--- config.mk ---
export PLATFORM = sky130hd
export DESIGN_NAME = bcd_scan_counter
export DESIGN_NICKNAME = d
export VERILOG_FILES = /design/src/rtl/bcd_pkg.sv /design/src/rtl/bcd_digit_cell.sv /design/src/rtl/bcd_scan_counter.sv
export SDC_FILE = /design/constraint.sdc
export NUM_CORES = 1
export LEC_CHECK = 0
export CAP_MARGIN = 20
export CORE_ASPECT_RATIO = 0.7
export CORE_MARGIN = 2
export CORE_UTILIZATION = 48
export DETAILED_ROUTE_END_ITERATION = 7
export GPL_ROUTABILITY_DRIVEN = 0
export PLACE_DENSITY = 0.8
export REMOVE_ABC_BUFFERS = 1
export SYNTH_ARGS = -nofsm -noshare
export SYNTH_HDL_FRONTEND = slang
export SYNTH_HIERARCHICAL = 1
export SYNTH_SLANG_ARGS = --single-unit
--- constraint.sdc ---
create_clock -name clk -period 2.3 [get_ports clk]
set_input_delay 0.46 -clock clk [delete_from_list [all_inputs] [get_ports clk]]
set_output_delay 0.46 -clock clk [all_outputs]
set_load 0.005 [all_outputs]
--- src/rtl/bcd_pkg.sv ---
// BCD nibble type, limits and sanitising helper shared with the seven-segment decoder stage.
// Pure declarations: no latency, no backpressure.
package bcd_pkg;
  localparam int BCD_W = 4;

  typedef logic [BCD_W-1:0] bcd_t;

  localparam bcd_t BCD_MAX = 4'd9;

  function automatic bcd_t bcd_sanitize(input bcd_t nibble);
    return (nibble > BCD_MAX) ? '0 : nibble;
  endfunction
endpackage

--- src/rtl/bcd_digit_cell.sv ---
// One decade of the BCD counter; cells chain through inc_in/carry_out (carry is combinational).
// Latency: q updates 1 cycle after clr/load/inc_in are sampled. No backpressure.
module bcd_digit_cell
  import bcd_pkg::*;
(
  input  logic clk,
  input  logic rst,
  input  logic inc_in,
  input  logic clr,
  input  logic load,
  input  bcd_t load_d,
  output bcd_t q,
  output logic carry_out
);

  bcd_t q_q, q_d;

  always_comb begin
    q_d = q_q;
    if (clr) begin
      q_d = '0;
    end else if (load) begin
      q_d = bcd_sanitize(load_d);
    end else if (inc_in) begin
      q_d = (q_q == BCD_MAX) ? '0 : q_q + 4'd1;
    end
  end

  always_ff @(posedge clk or posedge rst) begin
    if (rst) begin
      q_q <= '0;
    end else begin
      q_q <= q_d;
    end
  end

  assign q         = q_q;
  assign carry_out = inc_in && (q_q == BCD_MAX);

endmodule

--- src/rtl/bcd_scan_counter.sv ---
// Multi-digit BCD event counter with multiplexed display scan; LEADING_ZERO_BLANK_EN enables leading-zero blanking.
// Latency: count 1 cycle; binary_out/digit_sel registered, follow count 1 cycle later. No backpressure.
module bcd_scan_counter
  import bcd_pkg::*;
#(
  parameter int NUM_DIGITS = 4,
  parameter int SCAN_DIV   = 50000
) (
  input  logic                        clk,
  input  logic                        rst,
  input  logic                        cnt_en,
  input  logic                        clr,
  input  logic                        load,
  input  logic [BCD_W*NUM_DIGITS-1:0] load_val,
  output logic [BCD_W*NUM_DIGITS-1:0] count_val,
  output logic                        carry_out,
  output logic [BCD_W-1:0]            binary_out,
  output logic [NUM_DIGITS-1:0]       digit_sel
);

  localparam int IW = $clog2(NUM_DIGITS);
  localparam int PW = $clog2(SCAN_DIV);
  localparam logic [NUM_DIGITS-1:0] SEL_RST = {{(NUM_DIGITS-1){1'b1}}, 1'b0};

  logic [NUM_DIGITS:0]               inc;
  logic [NUM_DIGITS-1:0][BCD_W-1:0]  digit_q;

  assign inc[0] = cnt_en;

  for (genvar g = 0; g < NUM_DIGITS; g++) begin : g_digit
    bcd_digit_cell u_cell (
      .clk       (clk),
      .rst       (rst),
      .inc_in    (inc[g]),
      .clr       (clr),
      .load      (load),
      .load_d    (load_val[g*BCD_W +: BCD_W]),
      .q         (digit_q[g]),
      .carry_out (inc[g+1])
    );
  end

  assign count_val = digit_q;

  // Cell carries ignore clr/load, so the wrap pulse is gated here.
  logic carry_q, carry_d;
  assign carry_d = !clr && !load && inc[NUM_DIGITS];

  logic [PW-1:0]         presc_q, presc_d;
  logic [IW-1:0]         idx_q, idx_d;
  logic [BCD_W-1:0]      bin_q, bin_d;
  logic [NUM_DIGITS-1:0] sel_q, sel_d;

`ifdef LEADING_ZERO_BLANK_EN
  logic [NUM_DIGITS-1:0] blank;

  always_comb begin
    blank = '0;
    for (int k = 1; k < NUM_DIGITS; k++) begin
      blank[k] = 1'b1;
      for (int j = k; j < NUM_DIGITS; j++) begin
        if (digit_q[j] != '0) blank[k] = 1'b0;
      end
    end
  end
`endif

  // Outputs are computed from the next index so digit_sel and binary_out switch together.
  always_comb begin
    presc_d = presc_q + PW'(1);
    idx_d   = idx_q;
    if (presc_q == PW'(SCAN_DIV-1)) begin
      presc_d = '0;
      idx_d   = (idx_q == IW'(NUM_DIGITS-1)) ? '0 : idx_q + IW'(1);
    end
    sel_d = ~(NUM_DIGITS'(1) << idx_d);
    bin_d = digit_q[idx_d];
`ifdef LEADING_ZERO_BLANK_EN
    if (blank[idx_d]) begin
      sel_d = '1;
      bin_d = '0;
    end
`endif
  end

  always_ff @(posedge clk or posedge rst) begin
    if (rst) begin
      carry_q <= 1'b0;
      presc_q <= '0;
      idx_q   <= '0;
      bin_q   <= '0;
      sel_q   <= SEL_RST;
    end else begin
      carry_q <= carry_d;
      presc_q <= presc_d;
      idx_q   <= idx_d;
      bin_q   <= bin_d;
      sel_q   <= sel_d;
    end
  end

  assign carry_out  = carry_q;
  assign binary_out = bin_q;
  assign digit_sel  = sel_q;

endmodule

==> results of run 1 <==
-- path summary, 6_finish.rpt --
path	slack (ps)	end	depth (start not counted)	from
setup / recovery	180	binary_out[3]$_DFF_PP0_	4	presc_q[5]$_DFF_PP0_
hold / removal	480	binary_out[3]$_DFF_PP0_	2	rst
setup reg to reg	180	binary_out[3]$_DFF_PP0_	4	presc_q[5]$_DFF_PP0_
hold reg to reg	530	presc_q[12]$_DFF_PP0_	1	presc_q[12]$_DFF_PP0_
max in group asynchronous	1270	digit_sel[3]$_DFF_PP1_	3	rst
min in group clk	530	presc_q[12]$_DFF_PP0_	1	presc_q[12]$_DFF_PP0_
-- routing by layer --
metal	part of all wire	up-vias	track usage
met2	0.43	66	0.333
met4	0.0054	0	0.0504
met5	0	-	0
li1	-	1132	-
met3	0.056	5	0.0333
met1	0.50	1074	0.319
-- registers in the layout, summed over array words and instances (netlist names) --
| register | flops |
|---|---|
| g_digit.u_cell/q | 16 |
| digit_sel | 4 |
| presc_q | 16 |
| carry_out | 1 |
| idx_q | 2 |
| binary_out | 4 |
-- cell families after synthesis --
family / count (synthesis) / synth area share
AO/OA/AOI/OAI: 82 / 0.229
XOR/XNOR: 11 / 0.0370
flip-flops: 43 / 0.415
AND/OR/NAND/NOR: 94 / 0.229
buffers and inverters: 26 / 0.0418
adder cells (fa/ha/maj): 10 / 0.0481
-- stage by stage --
step / util / setup slack (ps) / hold WS (ps) / std cells / TNS, ps
global placement: 0.618 / -66.9 / 487 / 393 / -102
detailed placement: 0.618 / -92.2 / 497 / 393 / -183
finish: 0.642 / 182 / 477 / 401 / 0
floorplan: - / -99.1 / 226 / 259 / -165
global route: 0.642 / 5.94 / 506 / 401 / 0
CTS: 0.641 / 116 / 482 / 401 / 0
-- final cells by class --
type / count / area, um^2 / share of cell area
clock buffer: 6 / 82.6 / 0.0246
clock inverter: 2 / 35.0 / 0.0104
sequential: 43 / 1080 / 0.321
multi-input combinational: 197 / 1420 / 0.423
inverter: 19 / 71.3 / 0.0212
tap: 72 / 90.1 / 0.0268
timing repair buffer: 62 / 578 / 0.172
-- cells in the final DEF (no fill, tap or decap), drive strengths merged, types with 4 or more instances in the layout --
| master | count |
|---|---|
| ha | 10 |
| and3 | 4 |
| clkdlybuf4s50 | 45 |
| a211o | 4 |
| nor2 | 17 |
| a32oi | 4 |
| nand3b | 16 |
| a221oi | 20 |
| nand2 | 19 |
| buf | 17 |
| nand2b | 10 |
| and4 | 5 |
| a41oi | 4 |
| nand3 | 6 |
| xor2 | 8 |
| clkbuf | 6 |
| a21boi | 4 |
| a21oi | 18 |
| o21ai | 22 |
| and4b | 4 |
| inv | 19 |
| dfrtp | 40 |
-- Yosys cell counts (6+ instances only) --
cell type,count,share of area
inv_1,18,0.026
nand3b_1,16,0.046
a21oi_1,18,0.035
nor2_1,17,0.025
o21ai_1,8,0.015
o21ai_0,14,0.027
xor2_1,8,0.027
nand2_1,15,0.022
ha_1,10,0.048
nand3_1,6,0.012
a221oi_1,16,0.054
nand2b_1,10,0.024
dfrtp_1,40,0.38
-- power groups by stage --
| stage | Combinational (W) | Clock [W] | Sequential (W) |
|---|---|---|---|
| finish | 0.000225 | 0.000608 | 0.000806 |
| CTS | 0.000227 | 0.000612 | 0.000806 |
| global placement | 0.000220 | 0 | 0.000821 |
| global route | 0.000250 | 0.000645 | 0.000811 |
| detailed placement | 0.000225 | 0 | 0.000821 |
| floorplan | 0.0000859 | 0 | 0.000820 |
==> flow_summary_export.csv, run 1 <==
group,metric,value,unit
global_routing,overflow,0,
drt,vias,2277,
drt,ant_nets,0,
synth,syn_inst,266,
final_layout,design_area,3360,um^2
timing,hold_viol_final,0,
final_layout,syn_to_final_growth,29.0,%
final_layout,drive_gt1_frac,0.146,
drt,drt-total-wl,5.92,mm
final_layout,final_nets,359,
place,dp_hpwl,4.37,mm
drt,drc_errors,0,
pwr,p_sw,0.000385,W
place,numPortBuffers,45,
clocking,max-clock-path-buffers,2,
critical_path,path_max_fanout,9,
global_routing,grt_pass1_vias,2175,
die,die_h,65.6,um
synth,async_reset_ff_frac,1.00,
synth,synth_edf_count,0,
critical_path,slowest_stage,"or4b_4",
die,die-area,6040,um^2
worst_hold_path,min_path_type,"input port to async pin",
critical_path,endpoint_kind,"flop",
synth,synthFlopType,"dfrtp_1",
die,die_w,92.0,um
clocking,post_cts_resized,0,
synth,netlist_area,2600,um^2
clocking,cts_setup_buffers,0,
synth,synth_cell_type_count,44,
critical_path,criticalPathCategory,"flop to flop",
pwr,switching_share,0.235,
clocking,postCtsHoldBufs,0,
die,initial_utilization,0.498,
pwr,power.density,488,nW/um^2
global_routing,grt_use_total,0.215,
pwr,sequentialPowerShare,0.492,
drt,vias_per_cell,5.68,
clocking,clk_latency,290,ps
timing,grt_setup_unrepaired,"false",
pwr,power.share.clock,0.371,
clocking,root_buffer,"clkbuf_8",
global_routing,antenna_found_initial,0,
global_routing,grt_pass1_wl,10.4,mm
timing,fin_crit,2120,ps
critical_path,path_cells,"or4b_4, o41a_1, a21o_1, a32oi_1",
timing,worst_pin_slew,752,ps
critical_path,cp.required,2500,ps
die,coreArea,5230,um^2
synth,yosysSeqAreaShare,0.415,
critical_path,start_kind,"flop",
drt,drtIter0Drc,147,
timing,setup_violations,0,
critical_path,crit_family,"compound AO/OA/AOI/OAI gates",
clocking,h-tree-depth,2,
final_layout,diodes,0,
pwr,total_power,0.00164,W
clocking,cts.reportedPaths.clkPinSlew,80,ps
timing,fmax,0.472,GHz
pwr,p_leak,1.38,nW
die,pin_count,46,
place,placed_area,3230,um^2
critical_path,arrival,2320,ps
final_layout,fillers,431,
pwr,vdd_drop_max,240,uV
synth,synth_area_per_cell,9.79,um^2
status,status,"complete, no violations",
die,rows,22,
clocking,cts_tree,"yes",
pwr,p_int,0.00125,W
timing,maxSlewViolCount,0,
synth,yosys_warnings,6,
timing,max_slew_margin,0.497,
pwr,combPwrFrac,0.137,
clocking,cts_buffers,5,
clocking,clock_sinks,43,
global_routing,grt_max_degree,34,
run,drv_cap,0,
synth,ys_seq_elements,43,
timing,period_share,0.921,
drt,dr.pass1.iters,5,
critical_path,critPathBufInv,0,
drt,wl_per_cell,14.8,um
timing,worst_clock_skew,7.31,ps
critical_path,cp_slowest_stage_delay,590,ps
No activity file was read; power rests on OpenSTA's default activity.
==> run 2: changes to the inputs <==
--- a/config.mk
+++ b/config.mk
@@ -17,3 +17,4 @@
 export SYNTH_HDL_FRONTEND = slang
 export SYNTH_HIERARCHICAL = 1
 export SYNTH_SLANG_ARGS = --single-unit
+export TNS_END_PERCENT = 5
==> results of run 2 <==
The final DEF is identical to that of run 1; final timing and power are the same.
==> run 3: changes to the inputs <==
--- a/config.mk
+++ b/config.mk
@@ -8,13 +8,13 @@
 export CAP_MARGIN = 20
 export CORE_ASPECT_RATIO = 0.7
 export CORE_MARGIN = 2
-export CORE_UTILIZATION = 48
+export CORE_UTILIZATION = 40
 export DETAILED_ROUTE_END_ITERATION = 7
 export GPL_ROUTABILITY_DRIVEN = 0
-export PLACE_DENSITY = 0.8
+export PLACE_DENSITY = 0.7
 export REMOVE_ABC_BUFFERS = 1
+export SLEW_MARGIN = 0
 export SYNTH_ARGS = -nofsm -noshare
 export SYNTH_HDL_FRONTEND = slang
-export SYNTH_HIERARCHICAL = 1
 export SYNTH_SLANG_ARGS = --single-unit
 export TNS_END_PERCENT = 5
==> flow_summary_export.csv, run 3 <==
group,metric,value,unit
critical_path,cp.required,2520,ps
synth,yosys_warnings,0,
clocking,cts_buffers,5,
critical_path,endpoint_kind,"flop",
drt,dr.pass1.iters,4,
critical_path,path_max_fanout,11,
status,status,"complete, no violations",
global_routing,grt_pass1_vias,1891,
place,dp_cells,373,
critical_path,critPathBufInv,2,
synth,yosys-top-cells-area,"dfrtp_1, nand2_1, ha_1, nor2_1, dfstp_2",
timing,maxSlewViolCount,0,
final_layout,design_area,3080,um^2
clocking,postCtsHoldBufs,0,
synth,netlist.area_leader.share,0.418,
global_routing,grt_use_total,0.185,
timing,fin_setup_tns,0,ps
drt,drtIter0Drc,73,
global_routing,grt_max_degree,44,
critical_path,crit_family,"simple AND/OR/NAND/NOR gates",
synth,post-synth-top-count-cell,"dfrtp_1",
drt,drc_errors,0,
clocking,clock_sinks,43,
synth,synth_edf_count,0,
critical_path,path_cells,"or4bb_1, nor4_4, buf_6, mux2i_1, buf_4, a21oi_1, a32oi_2",
synth,async_reset_ff_frac,1.00,
synth,synthFlopType,"dfrtp_1",
global_routing,antenna_found_initial,0,
critical_path,cp_slowest_stage_delay,560,ps
pwr,p_leak,1.33,nW
place,pre_cts_ws,117,ps
timing,setup_violations,0,
timing,layout_setup_ws,126,ps
synth,synth_area_per_cell,9.50,um^2
timing,worst_clock_skew,9.59,ps
drt,ant_nets,0,
clocking,root_buffer,"clkbuf_8",
drt,vias_per_cell,5.23,
timing,holdWs,491,ps
die,rows,23,
timing,worst_pin_slew,536,ps
clocking,cts_tree,"yes",
synth,syn_inst,252,
die,coreArea,5760,um^2
final_layout,diodes,0,
critical_path,arrival,2400,ps
global_routing,overflow,0,
synth,netlist_area,2390,um^2
critical_path,slowest_stage,"or4bb_1",
timing,grt_setup_unrepaired,"false",
final_layout,drive_gt1_frac,0.0942,
clocking,max-clock-path-buffers,2,
die,die-area,6630,um^2
place,numPortBuffers,45,
timing,fmax,0.460,GHz
timing,max_slew_margin,0.643,
die,die_w,96.5,um
final_layout,final_nets,338,
place,dp_hpwl,4.10,mm
global_routing,grt_pass1_wl,9.23,mm
worst_hold_path,min_path_type,"flop to flop",
pwr,vdd_drop_max,213,uV
pwr,power.density,490,nW/um^2
clocking,h-tree-depth,2,
synth,yosysSeqAreaShare,0.451,
drt,drt-total-wl,5.44,mm
die,pin_count,46,
timing,hold_viol_final,0,
synth,synth_commonest_cells,"dfrtp_1, nand2_1, nor2_1, a21oi_1, o21ai_0",
run,drv_cap,0,
synth,ys_seq_elements,43,
clocking,cts.reportedPaths.clkPinSlew,90,ps
final_layout,layout_commonest_cell,"clkdlybuf4s50_1",
timing,period_share,0.945,
drt,wl_per_cell,14.2,um
final_layout,syn_to_final_growth,28.7,%
place,placed_area,2960,um^2
timing,fin_crit,2170,ps
clocking,clk_latency,310,ps
die,die_h,68.7,um
final_layout,final_cell_mix,"clkdlybuf4s50_1, dfrtp_1, nand2_1",
final_layout,stdcell_count,383,
synth,synth_cell_type_count,47,
drt,vias,2003,
critical_path,criticalPathCategory,"flop to flop",
die,initial_utilization,0.416,
critical_path,start_kind,"flop",
synth,synth_largest_area_cell,"dfrtp_1",
## run 3: changes by cell type after synthesis, sizes merged, moves of 5 or more
cell    change
a21oi       -7
a221oi     -19
inv         -9
nand2      +16
nand2b      -8
nand3b     -13
nor2        +9
nor3        +5
nor3b       +6
o21ai      -11
o31ai       +6
## run 3: cell families after synthesis
group / Yosys count / synth area share
DFF: 43 / 0.451
adders and majority gates: 10 / 0.0522
muxes: 5 / 0.0214
and+or+nand+nor: 108 / 0.236
AOI/OAI and AO/OA: 53 / 0.151
buffers and inverters: 19 / 0.0371
xor gates and xnor gates: 14 / 0.0512
## run 3: stage by stage
stage                      util  power [W]
after floorplan               -   0.000903
after detailed placement  0.515    0.00103
after global placement    0.515    0.00103
after CTS                 0.531    0.00153
after global routing      0.536    0.00159
final                     0.536    0.00151
## run 3: cell type report
cell class | count | area (um^2)
multi-input cells | 190 | 1230
inverters | 10 | 37.5
clock buffers | 5 | 68.8
repair buffers | 57 | 544
well taps | 75 | 93.8
flip-flops and latches | 43 | 1080
fillers | 545 | 2670
clock inverters | 3 | 25.0
## run 3: worst reg2reg max path, cell delays in order, from the launching register on
cell     delay (ps)
dfrtp_1         420
or4bb_1         560
nor4_4          340
buf_6           150
mux2i_1         180
buf_4           190
a21oi_1          80
a32oi_2         180
## run 3: metal layers
layer,global-route usage,wire length [um],part of all wire
met5,0,0,0
met4,0.0704,77,0.014
met3,0.0424,268,0.049
met2,0.240,2150,0.39
met1,0.292,2950,0.54
## run 3: path summary, 6_finish.rpt
kind | start | to | slack, ps | depth (start not counted)
max in group asynchronous | rst | digit_sel[3]$_DFF_PP1_ | 1330 | 3
max reg2reg | presc_q[4]$_DFF_PP0_ | binary_out[0]$_DFF_PP0_ | 130 | 7
min in group asynchronous | rst | presc_q[1]$_DFF_PP0_ | 590 | 3
min | presc_q[13]$_DFF_PP0_ | presc_q[13]$_DFF_PP0_ | 490 | 1
min reg2reg | presc_q[13]$_DFF_PP0_ | presc_q[13]$_DFF_PP0_ | 490 | 1
max | presc_q[4]$_DFF_PP0_ | binary_out[0]$_DFF_PP0_ | 130 | 7
## run 3: what timing repair did
| action | in CTS | in global routing |
|---|---|---|
| setup endpoints to repair | 0 | 4 |
| setup buffers | 0 | 2 |
| hold endpoints to repair | 0 | 0 |
| gates resized for setup | 0 | 2 |
## run 3: where the power goes
part	total, W	internal, W	switching [W]
Sequential	0.000813	0.000776	0.0000373
Clock	0.000497	0.000217	0.000280
Combinational	0.000202	0.000114	0.0000879
Total	0.00151	0.00111	0.000405
